$ cat src/rtl/cnn_sched_pkg.sv
// cnn_sched_pkg
// Shared definitions for the CNN job scheduler.
// Contents:
//   sched_state_t : 5-bit scheduler state encoding (IDLE, GRANT, LAUNCH, WAIT,
//                   RETIRE, ABORT). The width and binary style follow the CNN
//                   controller, so one state decoder works for both blocks.
package cnn_sched_pkg;

  typedef enum logic [4:0] {
    IDLE   = 5'd0,
    GRANT  = 5'd1,
    LAUNCH = 5'd2,
    WAIT   = 5'd3,
    RETIRE = 5'd4,
    ABORT  = 5'd5
  } sched_state_t;

endpackage

$ cat src/rtl/cnn_job_scheduler_if.sv
// cnn_job_scheduler_if
// Bundles the requester side and the CNN engine side of the job scheduler.
// Parameters: R (requesters), AW (address width).
// Signals:
//   req      requester -> sched  per-requester job request (level)
//   req_src  requester -> sched  packed source bases, slice i = requester i
//   req_dst  requester -> sched  packed destination bases
//   gnt      sched -> requester  one-hot acceptance pulse
//   fin      sched -> requester  one-hot completion pulse
//   err      sched -> requester  one-hot timeout pulse
//   cnn_start sched -> engine    one-cycle start pulse
//   cnn_src/cnn_dst sched -> engine latched base addresses
//   cnn_done engine -> sched     one-cycle done pulse
//   busy, owner, state           status and debug view of the scheduler
// Handshake: req is a level that the requester holds (with its addresses)
// until it sees its gnt bit; gnt, fin, err, cnn_start and cnn_done are all
// single-cycle pulses with no back-pressure, and cnn_done only counts while
// the scheduler is in WAIT.
// Modports: slave = scheduler, master = requesters plus engine environment.
interface cnn_job_scheduler_if #(
  parameter int R  = 4,
  parameter int AW = 16
);
  import cnn_sched_pkg::*;

  localparam int IW = $clog2(R);

  logic [R-1:0]    req;
  logic [R*AW-1:0] req_src;
  logic [R*AW-1:0] req_dst;
  logic [R-1:0]    gnt;
  logic [R-1:0]    fin;
  logic [R-1:0]    err;
  logic            cnn_start;
  logic [AW-1:0]   cnn_src;
  logic [AW-1:0]   cnn_dst;
  logic            cnn_done;
  logic            busy;
  logic [IW-1:0]   owner;
  sched_state_t    state;

  modport slave (
    input  req, req_src, req_dst, cnn_done,
    output gnt, fin, err, cnn_start, cnn_src, cnn_dst, busy, owner, state
  );

  modport master (
    output req, req_src, req_dst, cnn_done,
    input  gnt, fin, err, cnn_start, cnn_src, cnn_dst, busy, owner, state
  );

endinterface

$ cat src/rtl/cnn_job_scheduler_rr_arbiter.sv
// rr_arbiter
// Purely combinational round-robin pick: the first set req bit found when
// searching upward from ptr, wrapping modulo R.
// Ports:
//   req   in  R          request vector
//   ptr   in  $clog2(R)  index with highest priority this round
//   grant out R          one-hot winner (all zero when req is zero)
//   idx   out $clog2(R)  index of the winner (zero when req is zero)
module rr_arbiter #(
  parameter  int R  = 4,
  localparam int IW = $clog2(R)
) (
  input  logic [R-1:0]  req,
  input  logic [IW-1:0] ptr,
  output logic [R-1:0]  grant,
  output logic [IW-1:0] idx
);

  int   pos;
  logic found;

  always_comb begin
    grant = '0;
    idx   = '0;
    found = 1'b0;
    pos   = 0;
    for (int i = 0; i < R; i++) begin
      pos = int'(ptr) + i;
      if (pos >= R) pos = pos - R;
      if (!found && req[IW'(pos)]) begin
        found              = 1'b1;
        grant[IW'(pos)]    = 1'b1;
        idx                = IW'(pos);
      end
    end
  end

endmodule

$ cat src/rtl/cnn_job_scheduler.sv
// cnn_job_scheduler
// Shares one CNN convolution engine between R requesters. A round-robin
// arbiter picks one job, its source/destination bases are latched, the
// engine is started, and completion is reported back to the owner.
// Parameters: R (2..16), AW (address width), TIMEOUT (watchdog limit).
// Ports:
//   clk  in  system clock, rising edge
//   rst  in  asynchronous active-low reset
//   bus  cnn_job_scheduler_if.slave (requester and engine signals)
// Build option: define SCHED_WATCHDOG_EN to add a WAIT-cycle watchdog that
// aborts a job after TIMEOUT cycles and pulses err to its owner. Without it
// err is constant zero and WAIT lasts until cnn_done.
// Every output is a register (or a direct copy of one), so no input reaches
// an output combinationally.
module cnn_job_scheduler
  import cnn_sched_pkg::*;
#(
  parameter int R       = 4,
  parameter int AW      = 16,
  parameter int TIMEOUT = 4096
) (
  input logic              clk,
  input logic              rst,
  cnn_job_scheduler_if.slave bus
);

  localparam int IW = $clog2(R);

  if (R < 2 || R > 16 || TIMEOUT < 1) begin : g_bad_param
    $error("cnn_job_scheduler: R must be 2..16 and TIMEOUT at least 1");
  end

  sched_state_t  state;
  logic [IW-1:0] ptr;
  logic [IW-1:0] owner;
  logic [IW-1:0] ptr_next;
  logic [IW-1:0] win_idx;
  logic [R-1:0]  win_oh;
  logic [R-1:0]  owner_oh;
  logic [R-1:0]  gnt;
  logic [R-1:0]  fin;
  logic [R-1:0]  err;
  logic [AW-1:0] src_sel;
  logic [AW-1:0] dst_sel;
  logic [AW-1:0] cnn_src;
  logic [AW-1:0] cnn_dst;
  logic          cnn_start;
  logic          busy;

  rr_arbiter #(.R(R)) u_arb (
    .req   (bus.req),
    .ptr   (ptr),
    .grant (win_oh),
    .idx   (win_idx)
  );

  assign owner_oh = {{(R-1){1'b0}}, 1'b1} << owner;
  assign ptr_next = (owner == IW'(R - 1)) ? '0 : owner + IW'(1);

  // Owner's address slices; only sampled in GRANT, when owner is settled.
  always_comb begin
    src_sel = '0;
    dst_sel = '0;
    for (int i = 0; i < R; i++) begin
      if (owner == IW'(i)) begin
        src_sel = bus.req_src[i*AW +: AW];
        dst_sel = bus.req_dst[i*AW +: AW];
      end
    end
  end

`ifdef SCHED_WATCHDOG_EN
  localparam int WW = $clog2(TIMEOUT + 1);
  logic [WW-1:0] wd_cnt;
  logic [WW-1:0] wd_inc;
  assign wd_inc = wd_cnt + WW'(1);
`else
  assign err = '0;
`endif

  always_ff @(posedge clk or negedge rst) begin
    if (!rst) begin
      state     <= IDLE;
      ptr       <= '0;
      owner     <= '0;
      cnn_src   <= '0;
      cnn_dst   <= '0;
      gnt       <= '0;
      fin       <= '0;
      cnn_start <= 1'b0;
      busy      <= 1'b0;
`ifdef SCHED_WATCHDOG_EN
      err       <= '0;
      wd_cnt    <= '0;
`endif
    end else begin
      // Pulses default low; each state raises only the one it owns.
      gnt       <= '0;
      fin       <= '0;
      cnn_start <= 1'b0;
`ifdef SCHED_WATCHDOG_EN
      err       <= '0;
`endif
      unique case (state)
        IDLE: begin
          if (|bus.req) begin
            state <= GRANT;
            owner <= win_idx;
            gnt   <= win_oh;
            busy  <= 1'b1;
          end
        end
        GRANT: begin
          // Addresses are captured here and held until the next grant.
          state     <= LAUNCH;
          cnn_src   <= src_sel;
          cnn_dst   <= dst_sel;
          cnn_start <= 1'b1;
        end
        LAUNCH: begin
          state  <= WAIT;
`ifdef SCHED_WATCHDOG_EN
          wd_cnt <= '0;
`endif
        end
        WAIT: begin
`ifdef SCHED_WATCHDOG_EN
          wd_cnt <= wd_inc;
`endif
          // Done is checked first so it beats a same-cycle timeout.
          if (bus.cnn_done) begin
            state <= RETIRE;
            fin   <= owner_oh;
          end
`ifdef SCHED_WATCHDOG_EN
          else if (wd_inc == WW'(TIMEOUT)) begin
            state <= ABORT;
            err   <= owner_oh;
          end
`endif
        end
        RETIRE: begin
          state <= IDLE;
          busy  <= 1'b0;
          ptr   <= ptr_next;
        end
`ifdef SCHED_WATCHDOG_EN
        ABORT: begin
          state <= IDLE;
          busy  <= 1'b0;
          ptr   <= ptr_next;
        end
`endif
        default: begin
          state <= IDLE;
          busy  <= 1'b0;
        end
      endcase
    end
  end

  assign bus.gnt       = gnt;
  assign bus.fin       = fin;
  assign bus.err       = err;
  assign bus.cnn_start = cnn_start;
  assign bus.cnn_src   = cnn_src;
  assign bus.cnn_dst   = cnn_dst;
  assign bus.busy      = busy;
  assign bus.owner     = owner;
  assign bus.state     = state;

endmodule
$ cat src/flat_wrapper.sv
// flat-port wrapper written by rule: the top's interface ports become plain ports
module cnn_job_scheduler_flat import cnn_sched_pkg::*;
#(
  parameter int R       = 4,
  parameter int AW      = 16,
  parameter int TIMEOUT = 4096
)
  (clk, rst, bus_req, bus_req_src, bus_req_dst, bus_cnn_done, bus_gnt, bus_fin, bus_err, bus_cnn_start, bus_cnn_src, bus_cnn_dst, bus_busy, bus_owner, bus_state);
  cnn_job_scheduler_if #(.R(R), .AW(AW)) bus_i ();
  input logic clk;
  input logic rst;
  input wire logic [$bits(bus_i.req)-1:0] bus_req;
  input wire logic [$bits(bus_i.req_src)-1:0] bus_req_src;
  input wire logic [$bits(bus_i.req_dst)-1:0] bus_req_dst;
  input wire logic [$bits(bus_i.cnn_done)-1:0] bus_cnn_done;
  output wire logic [$bits(bus_i.gnt)-1:0] bus_gnt;
  output wire logic [$bits(bus_i.fin)-1:0] bus_fin;
  output wire logic [$bits(bus_i.err)-1:0] bus_err;
  output wire logic [$bits(bus_i.cnn_start)-1:0] bus_cnn_start;
  output wire logic [$bits(bus_i.cnn_src)-1:0] bus_cnn_src;
  output wire logic [$bits(bus_i.cnn_dst)-1:0] bus_cnn_dst;
  output wire logic [$bits(bus_i.busy)-1:0] bus_busy;
  output wire logic [$bits(bus_i.owner)-1:0] bus_owner;
  output wire logic [$bits(bus_i.state)-1:0] bus_state;
  assign bus_i.req = bus_req;
  assign bus_i.req_src = bus_req_src;
  assign bus_i.req_dst = bus_req_dst;
  assign bus_i.cnn_done = bus_cnn_done;
  assign bus_gnt = bus_i.gnt;
  assign bus_fin = bus_i.fin;
  assign bus_err = bus_i.err;
  assign bus_cnn_start = bus_i.cnn_start;
  assign bus_cnn_src = bus_i.cnn_src;
  assign bus_cnn_dst = bus_i.cnn_dst;
  assign bus_busy = bus_i.busy;
  assign bus_owner = bus_i.owner;
  assign bus_state = bus_i.state;
  cnn_job_scheduler #(.R(R), .AW(AW), .TIMEOUT(TIMEOUT)) u_core (.clk(clk), .rst(rst), .bus(bus_i));
endmodule
$ cat config.mk
export PLATFORM = sky130hd
export DESIGN_NAME = cnn_job_scheduler_flat
export DESIGN_NICKNAME = d
export VERILOG_FILES = /design/src/rtl/cnn_sched_pkg.sv /design/src/rtl/cnn_job_scheduler_if.sv /design/src/rtl/cnn_job_scheduler_rr_arbiter.sv /design/src/rtl/cnn_job_scheduler.sv /design/src/flat_wrapper.sv
export SDC_FILE = /design/constraint.sdc
export NUM_CORES = 1
export LEC_CHECK = 0
export ABC_AREA = 1
export CAP_MARGIN = 10
export CORE_UTILIZATION = 39
export CTS_BUF_LIST = sky130_fd_sc_hd__clkbuf_16
export CTS_CLUSTER_SIZE = 12
export DETAILED_ROUTE_END_ITERATION = 8
export GPL_TIMING_DRIVEN = 0
export PLACE_DENSITY = 0.79
export SYNTH_ARGS = -nofsm -noshare
export SYNTH_HDL_FRONTEND = slang
export SYNTH_SLANG_ARGS = --single-unit
$ cat constraint.sdc
create_clock -name clk -period 2.1 [get_ports clk]
set_input_delay 0.525 -clock clk [delete_from_list [all_inputs] [get_ports clk]]
set_output_delay 0.525 -clock clk [all_outputs]
set_load 0.005 [all_outputs]
## Word-level counts from Yosys, hierarchy flattened

Index checks and enable logic that the tools add are counted.

- Multiplexer cells: 54
- $add $sub $neg: 8
- Bitwise operators: 4
- Shift operators: 1
- Div/mod/pow operators: 0
- Multiply operators: 0
- $lt $le $gt $ge: 12
- Reductions and logical operators: 17
- Equal/unequal tests: 9

Operator list:

| operator | number |
|---|---|
| $mux 16 | 8 |
| $mux 4 | 8 |
| $pmux 5 s4 | 1 |
| $mux 2 | 9 |
| $mux 1 | 17 |
| $lt 2x4->1 const B | 4 |
| $or 4x4->4 | 3 |
| $eq 5x2->1 const B | 2 |
| $mux 5 | 2 |
| $ge 3x3->1 const B | 3 |
| $bmux 1 s2 | 4 |
| $demux 1 s2 | 4 |
| $ge 2x1->1 const B | 4 |
| $sub 2x1->2 const B | 4 |
| $logic_and 1x1->1 | 7 |
| $add 2x2->3 const B | 2 |
| $reduce_and 2->1 | 3 |
| $eq 5x1->1 const B | 1 |
| $eq 5x3->1 const B | 1 |
| $logic_not 5->1 | 1 |
| $eq 2x2->1 const B | 2 |
| $reduce_or 4->1 | 1 |
| $shl 1x2->4 const A | 1 |
| $add 2x1->3 const B | 1 |
| other kinds (10) | 12 |

- Bits in read-only memories: 0
- Logic and storage cells: 114
- Input port bits: 135
- RAM bits: 0
- Register bits: 51
- Latch bits: 0
- Memories kept: 0

## Longest topological paths before layout

- Depth after elaboration: 17
- Mapped depth: 12

## Hierarchy

A second synthesis with hierarchy kept.

- Cells, all modules: 632
- Area total of the unflattened synthesis: 3891.2 um^2

By module, submodules not included:

| module | times used | cells each | area an instance (um^2) | sequential area each (um^2) |
|---|---|---|---|---|
| cnn_job_scheduler | 1 | 532 | 3319.4 | 1226.2 |
| rr_arbiter | 1 | 100 | 571.8 | 0.0 |

## Worst setup path after synthesis

No wires, ideal clock.

- Path type: reg2reg
- Start point: register u_core.ptr[1]
- End point: register u_core.gnt[3], in the netlist u_core.bus.gnt[3]
- Cell stages (with the launch flop): 12
- Data arrival time: 1.692 ns
- Data required time: 1.986 ns
- Setup slack: 0.294 ns
- Cells stage by stage: dfrtp_1 > inv_2 > ha_1 > inv_1 > nand3_1 > nand2_1 > nor2_4 > buf_6 > nand3_1 > nand3_1 > nand2_1 > inv_1

- Longest elaborated chain between the ends: 17

Ends and longest elaborated chain:

| item | RTL line | RTL |
|---|---|---|
| from (decl) | cnn_job_scheduler.sv:34 | `logic [IW-1:0] ptr;` |
| from (signal assigned) | cnn_job_scheduler.sv:145 | `ptr <= ptr_next;` |
| branches (longest 14 deep; another with $lt 2x4->1) | n/a |  |
| $mux 4 * | cnn_job_scheduler_rr_arbiter.sv:30 | `if (!found && req[IW'(pos)]) begin` |
| $mux 4 * | cnn_job_scheduler.sv:106 | `if (\|bus.req) begin` |
| $mux 4 * | cnn_job_scheduler.sv:104 | `unique case (state)` |
| to (signal assigned) | cnn_job_scheduler.sv:109 | `gnt <= win_oh;` |
| to (decl) | cnn_job_scheduler.sv:40 | `logic [R-1:0] gnt;` |

Mark *: on every way between the ends. The select of a mux whose other input is x is not followed.
A chain may end at the register's enable or synchronous reset.

## Worst setup path in the final report

- Start point: register u_core.ptr[0]
- End point: register u_core.gnt[2], in the netlist u_core.bus.gnt[2]

The elaborated chain is that of the path after synthesis.

==> results_dict.tcl <==
set metrics [dict create \
    outcome "finished clean" \
    ctsRootBufferMaster "clkbuf_16" \
    cts_tree "done" \
    synthMuxAreaShare_pct 0 \
    dp_hpwl_um 9044 \
    finalCritPeriodShare_pct 93.15 \
    yosysWarnings 0 \
    area_growth_pct 66.11 \
    synth-xor-area-share_pct 0 \
    synth_fa_ha_area_share_pct 4.539 \
    drt_iter0_markers 118 \
    design_area_um2 5495 \
    routabilityCongestion 0.8586 \
    setup_viol 0 \
    power.density_nw_per_um2 1402 \
    cp-start-kind "flop" \
    n_antenna_cell 0 \
    via_per_inst 5.273 \
    cp_max_fo 13 \
    syn_area_per_cell_um2 7.658 \
    crit_type "flop to flop" \
    irDropWorstVdd_mv 0.6232 \
    crit_top_cell "nand3_1" \
    place.port_buffers 181 \
    ys_async_sr_fraction_pct 100.0 \
    p_total_w 0.007706 \
    worstPathCellList "buf_6 > inv_8 > ha_4 > inv_1 > nand3_1 > nand2_1 > nor2_4 > buf_6 > nand3_1 > nand3_1 > nand2_1 > inv_1" \
    firstDrtPassIters 4 \
    fin_hold_ws_ps 166.4 \
    synth.ff_latch_count 49 \
    yosysTopAreaCellShare_pct 37.07 \
    multiInputGateArea_um2 1815 \
    maxSlewViolCount 0 \
    synthCells 432 \
    synth_ff_type "dfrtp_1" \
    crit_path_end_kind "flop" \
    drive_above_1_share_pct 8.082 \
    initial_core_util_pct 40.26 \
    routed_wirelength_um 11880 \
    antenna_found_initial 0 \
    grt_pass1_wl_um 17940 \
    critPathMaxStageDelay_ps 410 \
    die_h_um 94.10 \
    drcViolationCount 0 \
    critPathArrivalTime_ps 2180 \
    yosysMostFrequentCell "nand2_1" \
    synth_compound_area_share_pct 27.91 \
    ios 188 \
    max_freq_ghz 0.5112 \
    slowest_stage "dfrtp_2" \
    yosysSeqAreaShare_pct 37.07 \
    grtUsageTotal_pct 26.13 \
    clock_skew_ps 5.177 \
    cap_violations 0 \
    die_area_um2 8855 \
    hold_path.class "input port to async pin" \
    clk_pin_slew_ps 70 \
    cts.path.max_buffers 2 \
    path_buf_inv 5 \
    die_x_um 94.10 \
    core_area_um2 8217 \
    nets 777 \
    synth_common_cells "nand2_1, a21oi_1, dfrtp_1" \
    grt_max_degree 33 \
    hold_viol 0 \
    path_delay_family "simple AND/OR/NAND/NOR gates" \
    synth_top_family_by_area "compound AO/OA/AOI/OAI gates" \
    numClockSinks 49 \
    row_count 33 \
    route.detailed.wl_per_inst_um 16.14 \
    ctsHoldBuffers 0 \
    ctsHtreeMaxLevel 2 \
    vias 3881 \
    synth_largest_area_cell "dfrtp_1" \
    grt_pass1_vias 3515 \
    synth_edf_count 0 \
    cp.required_ps 2320 \
    fin_crit_ps 1956 \
    placed_area_um2 5285 \
    clock_latency_ps 290 \
    synth-simple-area-share_pct 21.14 \
    ys_types 27 \
    overflow 0 \
    worstMarginPinSlew_ps 548.8 \
    synth.area.top_cells "dfrtp_1, nand2_1, a21oi_1" \
    synth.cell_area_um2 3308 \
    antenna_left 0 \
    cts_buffers 5 \
    register_area_um2 1229 \
    p_leak_nw 2.451 \
    slew_headroom_pct 63.41 \
    fillers 734 \
]
## cells in the final DEF (no fill, tap or decap), types with 2 or more instances in the layout
master	count
buf_4	10
nand2_4	4
buf_6	2
inv_2	2
nor2_2	2
conb_1	6
inv_1	28
buf_2	5
a21oi_1	76
clkbuf_2	6
dfrtp_2	2
clkinv_4	2
clkdlybuf4s50_1	180
nor2_1	13
a2bb2oi_1	32
o211ai_1	32
nand3_1	27
clkbuf_16	5
o21ai_0	3
ha_1	11
nor2_4	2
dfrtp_1	47
nand3_2	2
clkbuf_1	17
nand2_1	105
## layer usage
layer / GRT usage (%) / share of wire, %
met1: 33.16 / 41
met2: 46.05 / 50
met3: 4.450 / 7.7
met4: 6.026 / 1.0
met5: 0 / 0
## flip-flops by register name (all words and copies together) (netlist names)
signal,flops
u_core.bus.owner,2
u_core.bus.busy,1
u_core.bus.cnn_src,16
u_core.bus.fin,4
u_core.ptr,2
u_core.bus.gnt,4
u_core.bus.cnn_start,1
u_core.bus.cnn_dst,16
u_core.bus.state,3
## what timing repair did
| action | 4_1_cts | 5_1_grt |
|---|---|---|
| endpoints found under the setup margin | 6 | 32 |
| buffers inserted | 0 | 4 |
| gates resized for setup | 2 | 16 |
## report_power, final
part	leakage, nW	internal (W)	switching, W
Sequential	0.579	0.00140	0.000305
Combinational	1.80	0.00245	0.00274
Clock	0.0738	0.000444	0.000362
## through the flow
step	setup WS, ps	util (%)	instances	setup TNS (ps)
after floorplan	294.3	-	437	0
after global placement	-895.4	64.14	723	-43710
after detailed placement	-97.45	64.32	724	-411.3
after CTS	17.21	66.15	732	0
after global routing	-3.440	66.88	736	-3.440
final	143.8	66.88	736	0
## layout make-up
cell class                 count  area share [%]
timing repair buffer         186           33.79
multi-input combinational    320           33.04
sequential                    49           22.36
buffer                        35           3.301
inverter                      33           2.436
tap                          105           2.391
clock buffer                   5           2.277
clock inverter                 3          0.4098
## cells by family (layout without fill, tap and decap cells)
logic type | after synthesis | count (layout)
flip-flops | 49 | 49
adder cells (fa/ha/maj) | 12 | 12
buffers and inverters | 68 | 262
other | 1 | 6
AO/OA/AOI/OAI | 144 | 144
AND/OR/NAND/NOR | 158 | 158
## worst paths after layout
path | depth (start not counted) | start | slack [ps] | endpoint
min reg2reg | 2 | u_core.bus.busy$_DFFE_PN0P_ | 500 | u_core.bus.busy$_DFFE_PN0P_
min in group clk | 2 | u_core.bus.busy$_DFFE_PN0P_ | 500 | u_core.bus.busy$_DFFE_PN0P_
max | 12 | u_core.ptr[0]$_DFFE_PN0N_ | 140 | u_core.bus.gnt[2]$_DFF_PN0_
max in group asynchronous | 2 | rst | 1400 | u_core.ptr[1]$_DFFE_PN0N_
min | 1 | rst | 170 | u_core.bus.cnn_dst[7]$_DFFE_PN0P_
max reg2reg | 12 | u_core.ptr[0]$_DFFE_PN0N_ | 140 | u_core.bus.gnt[2]$_DFF_PN0_
No activity file was read; power rests on OpenSTA's default activity.
==> RTL edit 1: new RTL, same flow settings <==
`R` is set to 4 in 4 places; all go to 2.
--- a/src/rtl/cnn_job_scheduler_if.sv
+++ b/src/rtl/cnn_job_scheduler_if.sv
@@ -20,3 +20,3 @@
 interface cnn_job_scheduler_if #(
-  parameter int R  = 4,
+  parameter int R  = 2,
   parameter int AW = 16
--- a/src/rtl/cnn_job_scheduler_rr_arbiter.sv
+++ b/src/rtl/cnn_job_scheduler_rr_arbiter.sv
@@ -9,3 +9,3 @@
 module rr_arbiter #(
-  parameter  int R  = 4,
+  parameter  int R  = 2,
   localparam int IW = $clog2(R)
--- a/src/rtl/cnn_job_scheduler.sv
+++ b/src/rtl/cnn_job_scheduler.sv
@@ -17,3 +17,3 @@
 #(
-  parameter int R       = 4,
+  parameter int R       = 2,
   parameter int AW      = 16,
--- a/src/flat_wrapper.sv
+++ b/src/flat_wrapper.sv
@@ -3,3 +3,3 @@
 #(
-  parameter int R       = 4,
+  parameter int R       = 2,
   parameter int AW      = 16,
Ports: changed (7 resized); port bits go from 188 to 115. The function was not compared with the original's and may differ.
==> RTL edit 1 against the original RTL <==
  * Total power down 41%
  * Routed wire length down 52%
  * Setup slack improved by 0.030 ns
  * Sequential power fell by 17%
  * Area after synthesis is 35% lower
  * Critical path depth is 11 lower
  * Sequential cell count fell by 7
  * Cell count is 35% lower
  * Design area down 36%
  * Critical path type is now reg2out
  * Largest cell class unchanged
==> RTL edit 1: results (changes against the original RTL) <==
Yosys
  • Distinct cells, synth: 21 (-22%)
  • Commonest cells post-synth: nand2_1, o21ai_0, dfrtp_1
  • Seq/Total Area, Yosys: 0.4898 (+0.1191)
  • Synth area leaders: dfrtp_1, nand2_1, o21ai_0, inv_1, buf_4
  • YS warnings: 0 (unchanged)

Clock tree
  • Setup bufs post-CTS: 0 (unchanged)
  • CTS root buffer: clkbuf_16
  • CTS resizes: 0 (-2)

STA
  • Worst Skew: 0.002880 ns (-0.002298 ns)

Outcome
  • Status: completed

Place
  • Placer Congestion: 0.7706 (-10%)
  • PortBufs: 109 (-40%)
  • Detail Placement HPWL: 4246 microns (-53%)

Global route
  • First-pass GRT wire length: 9922 microns (-45%)
  • All-Layer GR Usage: 0.2131 (-0.04819)
  • Vias in the first global route: 2082 (-41%)
  • Largest net degree at the start of global routing: 25 (-24%)

Setup path
  • Critical path's largest stage delay: 0.58 ns (+0.17 ns)
  • Crit-path leading delay family: buffers and inverters
  • Critical path's slowest cell: clkdlybuf4s50_1
  • WP data arrival: 1.40 ns (-0.78 ns)
  • Critical path fanouts, max: 9 (-4)

Final layout
  • Share of layout cells above drive strength 1: 0.08049 (-0.0003363)
  • Top flop regs: u_core.bus.cnn_dst x16, u_core.bus.cnn_src x16, u_core.bus.state x3
  • Nets: 478 (-38%)
  • Number of diodes: 0 (unchanged)

Pwr
  • Max rail drop VDD: 0.7519 mV (+21%)
  • Int Pwr: 2998 uW (-30%)
  • Leak: 0.001706 uW (-30%)

Drt
  • Initial DRC count: 62 (-47%)
  • Routed vias/inst: 4.502 (-15%)
  • WL per Instance: 11.94 microns (-26%)
-- RTL edit 1: cell count changes in the layout (fill, tap and decap cells not counted), moves of 5 or more --
cell             change
a21oi_1             -75
o21ai_1              +5
inv_1                +8
nor2_1               -8
o211ai_1            -32
ha_1                -11
nand3_1             -26
dfrtp_1              -5
clkbuf_1            -15
a2bb2oi_1           -32
clkdlybuf4s50_1     -72
o21ai_0             +58
-- RTL edit 1: through the flow --
stage | instance area (sq um) | cells | TNS [ns] | worst slack (ns)
after floorplan | 2161 | 292 | 0 | 1.028
after global placement | 3339 | 471 | -25.71 | -0.6143
after detailed placement | 3354 | 472 | 0 | 0.4646
after CTS | 3543 | 480 | 0 | 0.1540
after global routing | 3543 | 480 | 0 | 0.09348
final | 3543 | 480 | 0 | 0.1733
-- RTL edit 1: final timing paths --
check                                     from                    end  slack, ns  cells after the start
setup / recovery           u_core.bus.state[1]           bus_state[1]       0.17                      1
hold / removal                             rst  u_core.bus.cnn_src[8]       0.19                      1
setup reg to reg              u_core.bus.owner  u_core.bus.cnn_dst[5]       0.82                      5
hold reg to reg                     u_core.ptr      u_core.bus.gnt[0]       0.47                      1
max in group asynchronous                  rst      u_core.bus.gnt[0]       1.43                      2
min in group clk                    u_core.ptr      u_core.bus.gnt[0]       0.47                      1
-- RTL edit 1: cells by family after synthesis --
kind of cell	count (synthesis)	share of synthesized area
other	1	0.001748
and+or+nand+nor	120	0.2233
DFF	42	0.4898
AOI/OAI and AO/OA	67	0.1563
buffers and inverters	58	0.1289
-- RTL edit 1: area by class of cell --
| cell class | instances | area [sq um] |
|---|---|---|
| plain buffers | 21 | 137.6 |
| multi-input cells | 192 | 833.3 |
| inverters | 37 | 138.9 |
| clock buffers | 5 | 125.1 |
| repair buffers | 110 | 1106 |
| clock inverters | 3 | 63.81 |
| fillers | 454 | 1662 |
| flip-flops and latches | 42 | 1051 |
| well taps | 70 | 87.58 |
-- RTL edit 1: routing by layer --
layer | vias up | track usage | wire (microns)
li1 | 1125 | - | -
met1 | 966 | 0.2844 | 2618
met2 | 68 | 0.3445 | 2690
met3 | 2 | 0.06467 | 407
met4 | 0 | 0.04038 | 17
met5 | - | 0 | 0
-- RTL edit 1: power by group through the flow --
| stage | logic (uW) | registers (uW) | clock network, uW |
|---|---|---|---|
| after detailed placement | 2160 | 1430 | 0 |
| after global placement | 2130 | 1410 | 0 |
| after CTS | 2160 | 1420 | 994 |
| after floorplan | 982 | 1430 | 0 |
| after global routing | 2410 | 1470 | 1040 |
| final | 2130 | 1410 | 981 |
==> RTL edit 2: new RTL, same settings <==
Without the edit above. Reset style: synchronous (`rst`), changed in one clocked block. Comments in the files are not updated.
--- a/src/rtl/cnn_job_scheduler.sv
+++ b/src/rtl/cnn_job_scheduler.sv
@@ -80,3 +80,3 @@
 
-  always_ff @(posedge clk or negedge rst) begin
+  always_ff @(posedge clk) begin
     if (!rst) begin
Function: differs if rst is asserted again (counterexample within 4 cycles, from zero or initial values and one cycle with rst low); with rst held inactive, the same outputs for 10 cycles.
==> RTL edit 2 against the original RTL <==
  * Worst hold slack gained 0.35 ns
  * Sequential cell count is the same
  * Area after synthesis is 7.1% lower
  * Setup slack improved by 0.066 ns
  * Routed wire length is 8.4% lower
  * Design area is 5.2% lower
Power is not compared: it rests on default switching activity, and its combinational part moved more than twofold at a synthesized area within 25%.
==> RTL edit 2: results (changes against the original RTL) <==
Outcome
  • Status: completed

STA
  • Hold WS: 0.5210 ns (+0.3546 ns)
  • Slew @ Worst Pin: 0.5009 ns (-0.04787 ns)
  • Worst Skew: 0.005351 ns (+0.0001733 ns)

Clock tree
  • Clock buffer depth: 2 (unchanged)
  • CTS root buffer: clkbuf_16
  • CTS buffer count: 5 (unchanged)
  • Worst-path clk slew: 0.06 ns
  • Setup bufs post-CTS: 0 (unchanged)
  • CTS resizes: 0 (-2)
  • Clk_lat worst skew: 0.29 ns (about the same)

Yosys
  • Distinct cells, synth: 31 (+15%)
  • Post-Syn Instances: 456 (+5.6%)
  • Ys flop type: dfxtp_1
  • Seq/Total Area, Yosys: 0.3192 (-0.05143)
  • Synth area leaders: dfxtp_1, nand2_1, a21oi_1, o21ai_0, a22oi_1
  • Asr flop ratio synth: 0 (-1.000)
  • Commonest cells post-synth: nand2_1, a21oi_1, o21ai_0
  • YS warnings: 0 (unchanged)

Hold path
  • Hold-critical path depth: 1
  • Worst hold path type: reg2reg
  • Hold path start: u_core.bus.owner[0]

Drt
  • DR vias: 3942 (+1.6%)
  • WL per Instance: 14.42 microns (-11%)
  • Initial DRC count: 199 (+69%)
  • Routed vias/inst: 5.221 (-0.98%)

Setup path
  • R2R depth: 11 (-1)
  • FF-to-FF Start: u_core.ptr[1]
  • Critical path's largest stage delay: 0.40 ns
  • Critical path's slowest cell: dfxtp_4
  • Critical path fanouts, max: 9 (-4)
  • Worst r2r dst: u_core.bus.gnt[2]
  • R2R Setup Slk: 0.21 ns (+0.07 ns)

Place
  • Dpl cell area: 0.005021 sq mm (-5.0%)
  • Setup WS pre-CTS: 0.01541 ns (+0.1129 ns)
  • Detail Placement HPWL: 8274 microns (-8.5%)
  • Placed cell count: 743 (+2.6%)
  • PortBufs: 180 (-0.55%)
  • Placer Congestion: 0.8450 (-1.6%)

Pwr
  • Max rail drop VDD: 0.3642 mV
  • Leak: 0.002178 uW

Floorplanning
  • Rows: 32 (-3.0%)

Final layout
  • Number of diodes: 0 (unchanged)
  • Fillers: 667 (-9.1%)
  • Nets: 799 (+2.8%)
  • Share of layout cells above drive strength 1: 0.07963 (-0.001192)

Global route
  • Met3 usage: 0.06145 (+0.01695)
  • Vias in the first global route: 3633 (+3.4%)
  • Met1 usage: 0.3187 (-0.01296)
  • Largest net degree at the start of global routing: 15 (-55%)
  • First-pass GRT wire length: 17080 microns (-4.8%)
  • All-Layer GR Usage: 0.2551 (-0.006199)
  • Met2 Use GR: 0.4388 (-0.02170)
==> RTL edit 2: area by class of cell <==
| type | count | area, sq um | share of cell area |
|---|---|---|---|
| sequential | 49 | 989.7 | 0.1900 |
| buffer | 38 | 193.9 | 0.03723 |
| clock inverter | 3 | 12.51 | 0.002402 |
| clock buffer | 5 | 125.1 | 0.02402 |
| multi-input combinational | 348 | 1822 | 0.3497 |
| timing repair buffer | 185 | 1839 | 0.3531 |
| inverter | 25 | 98.84 | 0.01898 |
| tap | 102 | 127.6 | 0.02450 |
==> RTL edit 2: kinds of logic after synthesis <==
group | synth area share
AND/OR/NAND/NOR | 0.2170
other | 0.001220
AO/OA/AOI/OAI | 0.3172
buffers and inverters | 0.09650
flip-flops | 0.3192
adder cells (fa/ha/maj) | 0.04886
==> RTL edit 2: power by group <==
| part | total [uW] | leakage, uW | internal (uW) | switching (uW) |
|---|---|---|---|---|
| clock | 775 | 0.0000687 | 432 | 343 |
| sequential | 1090 | 0.000404 | 1030 | 59.9 |
| combinational | 1250 | 0.00170 | 650 | 595 |
| total | 3110 | 0.00218 | 2110 | 998 |
==> RTL edit 2: metal layers <==
layer,vias to the layer above,wire length (microns)
li1,1940,-
met1,1804,4421
met2,179,5417
met3,19,873
met4,0,173
met5,-,0
==> RTL edit 2: worst max-delay path by stage <==
stage | start | endpoint | slack, ns | cells after the start
floorplan | u_core.ptr[0] | u_core.bus.gnt[2] | 0.30 | 12
global placement | u_core.ptr[1] | u_core.bus.owner[0] | 0.08 | 11
detailed placement | u_core.ptr[1] | u_core.bus.gnt[2] | 0.02 | 11
CTS | u_core.ptr[1] | u_core.bus.gnt[2] | 0.003 | 11
global route | u_core.ptr[1] | u_core.bus.owner[0] | 0.03 | 11
finish | u_core.ptr[1] | u_core.bus.gnt[2] | 0.21 | 11
